### config.mk
export PLATFORM = sky130hd
export DESIGN_NAME = alu_arbiter
export DESIGN_NICKNAME = d
export VERILOG_FILES = /design/src/rtl/alu_arbiter.sv
export SDC_FILE = /design/constraint.sdc
export NUM_CORES = 1
export LEC_CHECK = 0
export BUFFER_PORTS_ARGS = -buffer_cell sky130_fd_sc_hd__buf_2
export CAP_MARGIN = 20
export CORE_AREA = 8 8 111 113
export DETAILED_ROUTE_END_ITERATION = 7
export DIE_AREA = 0 0 119 121
export HOLD_SLACK_MARGIN = 0.15
export PLACE_DENSITY_LB_ADDON = 0.15
export SETUP_SLACK_MARGIN = 0.5
export SLEW_MARGIN = 20
export SYNTH_ARGS = -nofsm -noshare
export SYNTH_HDL_FRONTEND = slang
export SYNTH_SLANG_ARGS = --single-unit
### constraint.sdc
create_clock -name clk -period 1.9 [get_ports clk]
set_input_delay 0.19 -clock clk [delete_from_list [all_inputs] [get_ports clk]]
set_output_delay 0.19 -clock clk [all_outputs]
set_load 0.01 [all_outputs]
### src/rtl/alu_arbiter.sv
// Round-robin arbiter sharing one ALU between two requesters via a single operand stage.
// Optional ALU_ARB_PERF_EN adds grant and stall counters.
module alu_arbiter #(
    parameter int XLEN   = 32,
    parameter int CTRL_W = 10
) (
    input  logic              clk,
    input  logic              rst_n,
    input  logic              req0_valid,
    output logic              req0_ready,
    input  logic [CTRL_W-1:0] req0_ctrl,
    input  logic              req0_neg,
    input  logic [XLEN-1:0]   req0_a,
    input  logic [XLEN-1:0]   req0_b,
    input  logic              req1_valid,
    output logic              req1_ready,
    input  logic [CTRL_W-1:0] req1_ctrl,
    input  logic              req1_neg,
    input  logic [XLEN-1:0]   req1_a,
    input  logic [XLEN-1:0]   req1_b,
    output logic [CTRL_W-1:0] alu_ctrl,
    output logic              alu_neg,
    output logic [XLEN-1:0]   alu_d1,
    output logic [XLEN-1:0]   alu_d2,
    input  logic [XLEN-1:0]   alu_result,
    output logic              rsp_valid,
    input  logic              rsp_ready,
    output logic              rsp_id,
    output logic [XLEN-1:0]   rsp_data
`ifdef ALU_ARB_PERF_EN
    ,
    output logic [31:0]       perf_grant0,
    output logic [31:0]       perf_grant1,
    output logic [31:0]       perf_stall
`endif
);

    logic              stage_valid;
    logic              stage_id;
    logic [CTRL_W-1:0] stage_ctrl;
    logic              stage_neg;
    logic [XLEN-1:0]   stage_a;
    logic [XLEN-1:0]   stage_b;
    logic              last_grant;

    logic rsp_fire;
    logic can_accept;
    logic grant_any;
    logic grant_id;
    logic accept;

    assign rsp_fire   = stage_valid & rsp_ready;
    assign can_accept = !stage_valid | rsp_fire;
    assign grant_any  = req0_valid | req1_valid;

    // With both requesting, the one not served last wins.
    always_comb begin
        grant_id = req1_valid;
        if (req0_valid && req1_valid)
            grant_id = !last_grant;
    end

    assign req0_ready = can_accept & grant_any & !grant_id;
    assign req1_ready = can_accept & grant_any & grant_id;
    assign accept     = can_accept & grant_any;

    always_ff @(posedge clk or negedge rst_n) begin
        if (!rst_n) begin
            stage_valid <= 1'b0;
            stage_id    <= 1'b0;
            stage_ctrl  <= '0;
            stage_neg   <= 1'b0;
            stage_a     <= '0;
            stage_b     <= '0;
            last_grant  <= 1'b1;
        end else if (accept) begin
            stage_valid <= 1'b1;
            stage_id    <= grant_id;
            last_grant  <= grant_id;
            stage_ctrl  <= grant_id ? req1_ctrl : req0_ctrl;
            stage_neg   <= grant_id ? req1_neg  : req0_neg;
            stage_a     <= grant_id ? req1_a    : req0_a;
            stage_b     <= grant_id ? req1_b    : req0_b;
        end else if (rsp_fire) begin
            stage_valid <= 1'b0;
        end
    end

    assign alu_ctrl  = stage_ctrl;
    assign alu_neg   = stage_neg;
    assign alu_d1    = stage_a;
    assign alu_d2    = stage_b;
    assign rsp_valid = stage_valid;
    assign rsp_id    = stage_id;
    assign rsp_data  = alu_result;

`ifdef ALU_ARB_PERF_EN
    always_ff @(posedge clk or negedge rst_n) begin
        if (!rst_n) begin
            perf_grant0 <= '0;
            perf_grant1 <= '0;
            perf_stall  <= '0;
        end else begin
            if (accept && !grant_id)
                perf_grant0 <= perf_grant0 + 32'd1;
            if (accept && grant_id)
                perf_grant1 <= perf_grant1 + 32'd1;
            if (stage_valid && !rsp_ready)
                perf_stall <= perf_stall + 32'd1;
        end
    end
`endif

endmodule
---- Word-level counts from Yosys, hierarchy flattened ----
Index checks and enable logic that the tools add are counted.
W data, S select, Z words.
storage, ports and cells
  bits in registers ....................... 78
  input bits .............................. 187
  output and inout bits ................... 111
  word-level logic and storage cells ...... 25
cells by class
  mux-type cells .......................... 7
  bitwise logic cells ..................... 6
  reductions and logical operators ........ 5
operators with widths
  cell                 number
  $mux W32             2
  $mux W10             1
  $and A1 B1 Y1        4
  $mux W1              4
  $logic_not A1 Y1     3
  $or A1 B1 Y1         2
  $reduce_bool A2 Y1   1
  $logic_and A1 B1 Y1  1

---- Depth between registers and ports, before layout ----
  word-level depth ........................ 4
  depth in mapped cells ................... 6
  gate-level depth less buffers ........... 3

---- Worst setup path after synthesis ----
Ideal clock, no wire load.
  path type ............................... reg-to-reg
  from .................................... register last_grant
  to ...................................... register stage_a[0], in the netlist alu_d1[0]
  library setup time ...................... 82 ps
  arrival ................................. 1294 ps
  required time ........................... 1818 ps
  slack ................................... 524 ps
  cell stages (with the launch flop) ...... 6
  path buffers ............................ 2
  period minus slack after synthesis ...... 1376 ps
  path through ............................ dfstp_2 > a21bo_2 > buf_4 > clkbuf_1 > nand2_1 > a31oi_1
between the ends
  word-level cells in the longest chain between the ends .. 3
RTL lines
  element                 line  source
  start, declared         44    logic last_grant;
  start signal, assigned  79    last_grant <= grant_id;
  $logic_not A1 Y1        60    grant_id = !last_grant;
  $mux W1                 59    if (req0_valid && req1_valid)
  $mux W32                82    stage_a <= grant_id ? req1_a : req0_a;
  end signal, assigned    82
  end, declared           42    logic [XLEN-1:0] stage_a;
No other way between the ends.
A chain may end at the register's enable or synchronous reset.

---- Worst setup path after layout ----
  from .................................... register last_grant
  to ...................................... output req1_ready
between the ends
  word-level cells in the longest chain between the ends .. 3
RTL lines
  element           line  source
  $logic_not A1 Y1  60
  $mux W1           59
  $and A1 B1 Y1     64    assign req1_ready = can_accept & grant_any & grant_id;
  end, declared     16    output logic req1_ready,
No other way between the ends.

==> results.rst <==
.. list-table::
   :header-rows: 1

   * - Metric
     - Value
   * - GRT overflow
     - 0
   * - Sequential power share
     - 0.410
   * - GRT Util Overall
     - 0.252
   * - Arrival time of the worst setup path
     - 1.28 ns
   * - Final weighted congestion of routability-driven global placement
     - 0.801
   * - Net switching component of the power
     - 1.67 mW
   * - Pwr Density
     - 736 mW/mm²
   * - Clk slew on worst S/H paths
     - 0.08 ns
   * - Count of warnings emitted by yosys
     - 0
   * - Total wire length after detailed routing
     - 19,300 µm
   * - Internal power
     - 3.45 mW
   * - Pin count of the biggest net entering global routing
     - 43
   * - Share of power burned in the clock network
     - 0.250
   * - Register area share after synthesis
     - 0.492
   * - Util after Layout
     - 0.656
   * - Mapped Avg Cell Area
     - 8.56 µm²
   * - Number of rows in the core area
     - 38
   * - Total number of nets in the final design
     - 996
   * - Area of the placeable core
     - 0.0106 mm²
   * - Classification of the worst-slack hold path
     - input port to flop
   * - Share of final-layout standard cells stronger than drive strength 1
     - 0.356
   * - Via count
     - 5,076
   * - Final Non-Filler Cells
     - 959
   * - Hold Path Cell Cnt
     - 3
   * - Initial Utilization
     - 0.374
   * - Number of placed instances, taps included
     - 772
   * - Combined area of the multi-input logic cells
     - 0.00161 mm²
   * - Number of distinct library cells after synthesis
     - 19
   * - Detailed Route Iter0 Violations
     - 465
   * - Mean routed wirelength per cell
     - 20.2 µm
   * - TritonCTS clock tree
     - done
   * - Class of the most critical setup path
     - flop to output pin
   * - Die Outline Area
     - 0.0144 mm²
   * - Unrepaired setup endpoints after global routing
     - yes
   * - Synthesized net count
     - 651
   * - Max IR drop VDD
     - 0.000338 V
   * - Number of instances in the synthesized netlist
     - 464
   * - Final standard cell area without fillers
     - 0.00696 mm²
   * - Data required time at the worst endpoint
     - 1.71 ns
   * - Number of I/O port buffers
     - 233
   * - Post-synth EDFFs
     - 0
   * - Setup Skew
     - 0.00978 ns
   * - Height of the chip
     - 121 µm
   * - Max-slew violation count
     - 0
   * - Result of the run
     - finished, final reports clean
   * - DRC violations left
     - 0
   * - Comb pwr share
     - 0.340
   * - Critical path peak fanout
     - 5
   * - HPWL Detailed
     - 10,700 µm
   * - H-tree depth reported by CTS
     - 3
   * - Total negative setup slack
     - 0 ns
   * - Tightest Pin Transition
     - 0.521 ns
   * - Clock root cell
     - clkbuf_8
   * - Number of synthesized register bits
     - 78
   * - Worst reg2reg endpoint
     - alu_d1[30]$_DFFE_PN0P_
   * - Combined area of all synthesized cells
     - 0.00397 mm²
   * - Max cap viols
     - 0
   * - Min Clock Period, post-route
     - 1.47 ns
   * - Number of buffers added by the clock tree synthesis step
     - 9
   * - Achievable frequency
     - 680 MHz
   * - Ratio of routed vias to standard cells
     - 5.29
   * - Tcrit/Tclk final
     - 0.774
   * - Clk_lat worst skew
     - 0.36 ns
   * - Count of final hold-check violations
     - 0
   * - I/O Pins
     - 298
   * - Number of setup violations in the final report
     - 0
   * - Filler Cell Count
     - 834
   * - Static Leak
     - 3.30 nW
   * - Dpl cell area
     - 0.00496 mm²
   * - Start point of the worst hold path
     - req0_b[12]
   * - First-pass GRT wire length
     - 28,800 µm
   * - CTS sink count
     - 78
   * - Flip-flop cell with the highest count after synthesis
     - dfrtp_1
   * - FF-to-FF Start
     - last_grant$_DFFE_PN1P_
   * - Buffer depth of the longest clock path
     - 2
   * - Area Growth Syn to Fin
     - 75.2%
   * - Setup slack of the most critical reg-to-reg path
     - 0.47 ns
   * - Fraction of power spent switching nets
     - 0.326
   * - Horizontal extent of the die
     - 119 µm
   * - Via count of the first global-routing pass
     - 5,334
   * - Hold path endpoint
     - alu_d2[12]$_DFFE_PN0P_
   * - Final ANT Viol Nets
     - 0
   * - Relative slew slack
     - 0.652
   * - Category of the worst setup path capture point
     - output pin
   * - Worst hold slack across all endpoints
     - 0.162 ns
   * - Number of search-and-repair iterations in the first detailed-routing pass
     - 5
   * - Area of all sequential standard cells
     - 0.00195 mm²
   * - Number of cell instances on the worst register-to-register path
     - 4
   * - Initial antenna violation count
     - 2
   * - Fraction of registers with async set/reset
     - 1.00
   * - Startpoint Class
     - flop
[critical path, cell delays in order, from the launching register on]
cell and delay (ns):
dfstp_2 0.58, a21boi_4 0.09, and2_4 0.15, buf_6 0.11
[area by class of cell]
class | instances | area share
Timing Repair Buffer | 405 | 0.433
Sequential cell | 78 | 0.281
Multi-Input combinational cell | 315 | 0.231
Tap cell | 140 | 0.0252
Clock buffer | 12 | 0.0223
Clock inverter | 4 | 0.00648
Antenna cell | 5 | 0.00180
[layout by cell type (no fill, tap or decap), drive strengths merged]
cell         count
a31oi           76
nand2          151
clkbuf          13
diode            5
a21boi           1
a21o             1
or2              1
buf            250
dlygate4sd3    152
nand2b           2
clkinv           3
a21bo            1
and2             5
a21oi           76
bufinv           1
bufbuf           2
dfstp            1
nor2             1
dfrtp           77
[registers in the layout (all words and copies together), names as in the netlist]
register,flops
alu_d1,32
alu_d2,32
alu_ctrl,10
alu_neg,1
last_grant,1
rsp_id,1
rsp_valid,1
[cells by family after synthesis]
| group | count (synthesis) | synth area share |
|---|---|---|
| AND/OR/NAND/NOR | 157 | 0.152 |
| AO/OA/AOI/OAI | 155 | 0.239 |
| flip-flops | 78 | 0.492 |
| buffers and inverters | 74 | 0.117 |
[per-layer routing]
metal / routed length (µm) / vias up / global-route usage
met4: 983 / 0 / 0.171
met5: 0 / - / 0
met3: 1830 / 85 / 0.0754
li1: - / 2267 / -
met1: 7040 / 2381 / 0.272
met2: 9480 / 343 / 0.423
[timing repair]
| item | CTS | global route |
|---|---|---|
| setup buffers | 0 | 7 |
| cloned | 4 | 3 |
| endpoints found under the setup margin | 77 | 57 |
| resized for setup | 6 | 13 |
| hold buffers | 152 | 0 |
| pin swaps | 1 | 3 |
| hold endpoints to repair | 111 | 0 |
[power by group through the flow]
stage	sequential, mW	clock, mW	combinational [mW]
floorplan	2.24	0	0.634
CTS	2.10	1.32	1.65
detailed placement	2.12	0	1.35
global route	2.13	1.37	1.89
global placement	2.12	0	1.32
finish	2.10	1.28	1.74
[stage by stage]
| stage | setup slack [ns] | power [mW] |
|---|---|---|
| 2_1_floorplan | 0.524 | 2.88 |
| 3_3_place_gp | 0.330 | 3.45 |
| 3_5_place_dp | 0.276 | 3.47 |
| 4_1_cts | 0.344 | 5.07 |
| 5_1_grt | 0.387 | 5.40 |
| 6_report | 0.428 | 5.12 |
[synthesized netlist by cell type, types with 2 or more instances]
cell	count	area (µm²)
nand2_1	151	567
a31oi_2	10	125
buf_1	4	15.0
clkbuf_1	18	67.6
nand2b_1	2	12.5
dfrtp_1	77	1930
buf_6	6	67.6
buf_4	34	255
a31oi_1	66	413
a21oi_1	76	380
buf_2	12	60.1
[worst max-delay path by stage]
stage	startpoint	to	slack [ns]	depth (start not counted)
6_report	last_grant$_DFFE_PN1P_	req1_ready	0.43	3
5_1_grt	rsp_valid$_DFFE_PN0P_	req0_ready	0.39	5
4_1_cts	rsp_valid$_DFFE_PN0P_	req0_ready	0.34	5
3_5_place_dp	rsp_valid$_DFFE_PN0P_	alu_d1[30]$_DFFE_PN0P_	0.28	3
3_3_place_gp	req0_valid	alu_d2[6]$_DFFE_PN0P_	0.33	4
2_1_floorplan	last_grant$_DFFE_PN1P_	alu_d1[0]$_DFFE_PN0P_	0.52	5
(Power assumes the default switching activity.)
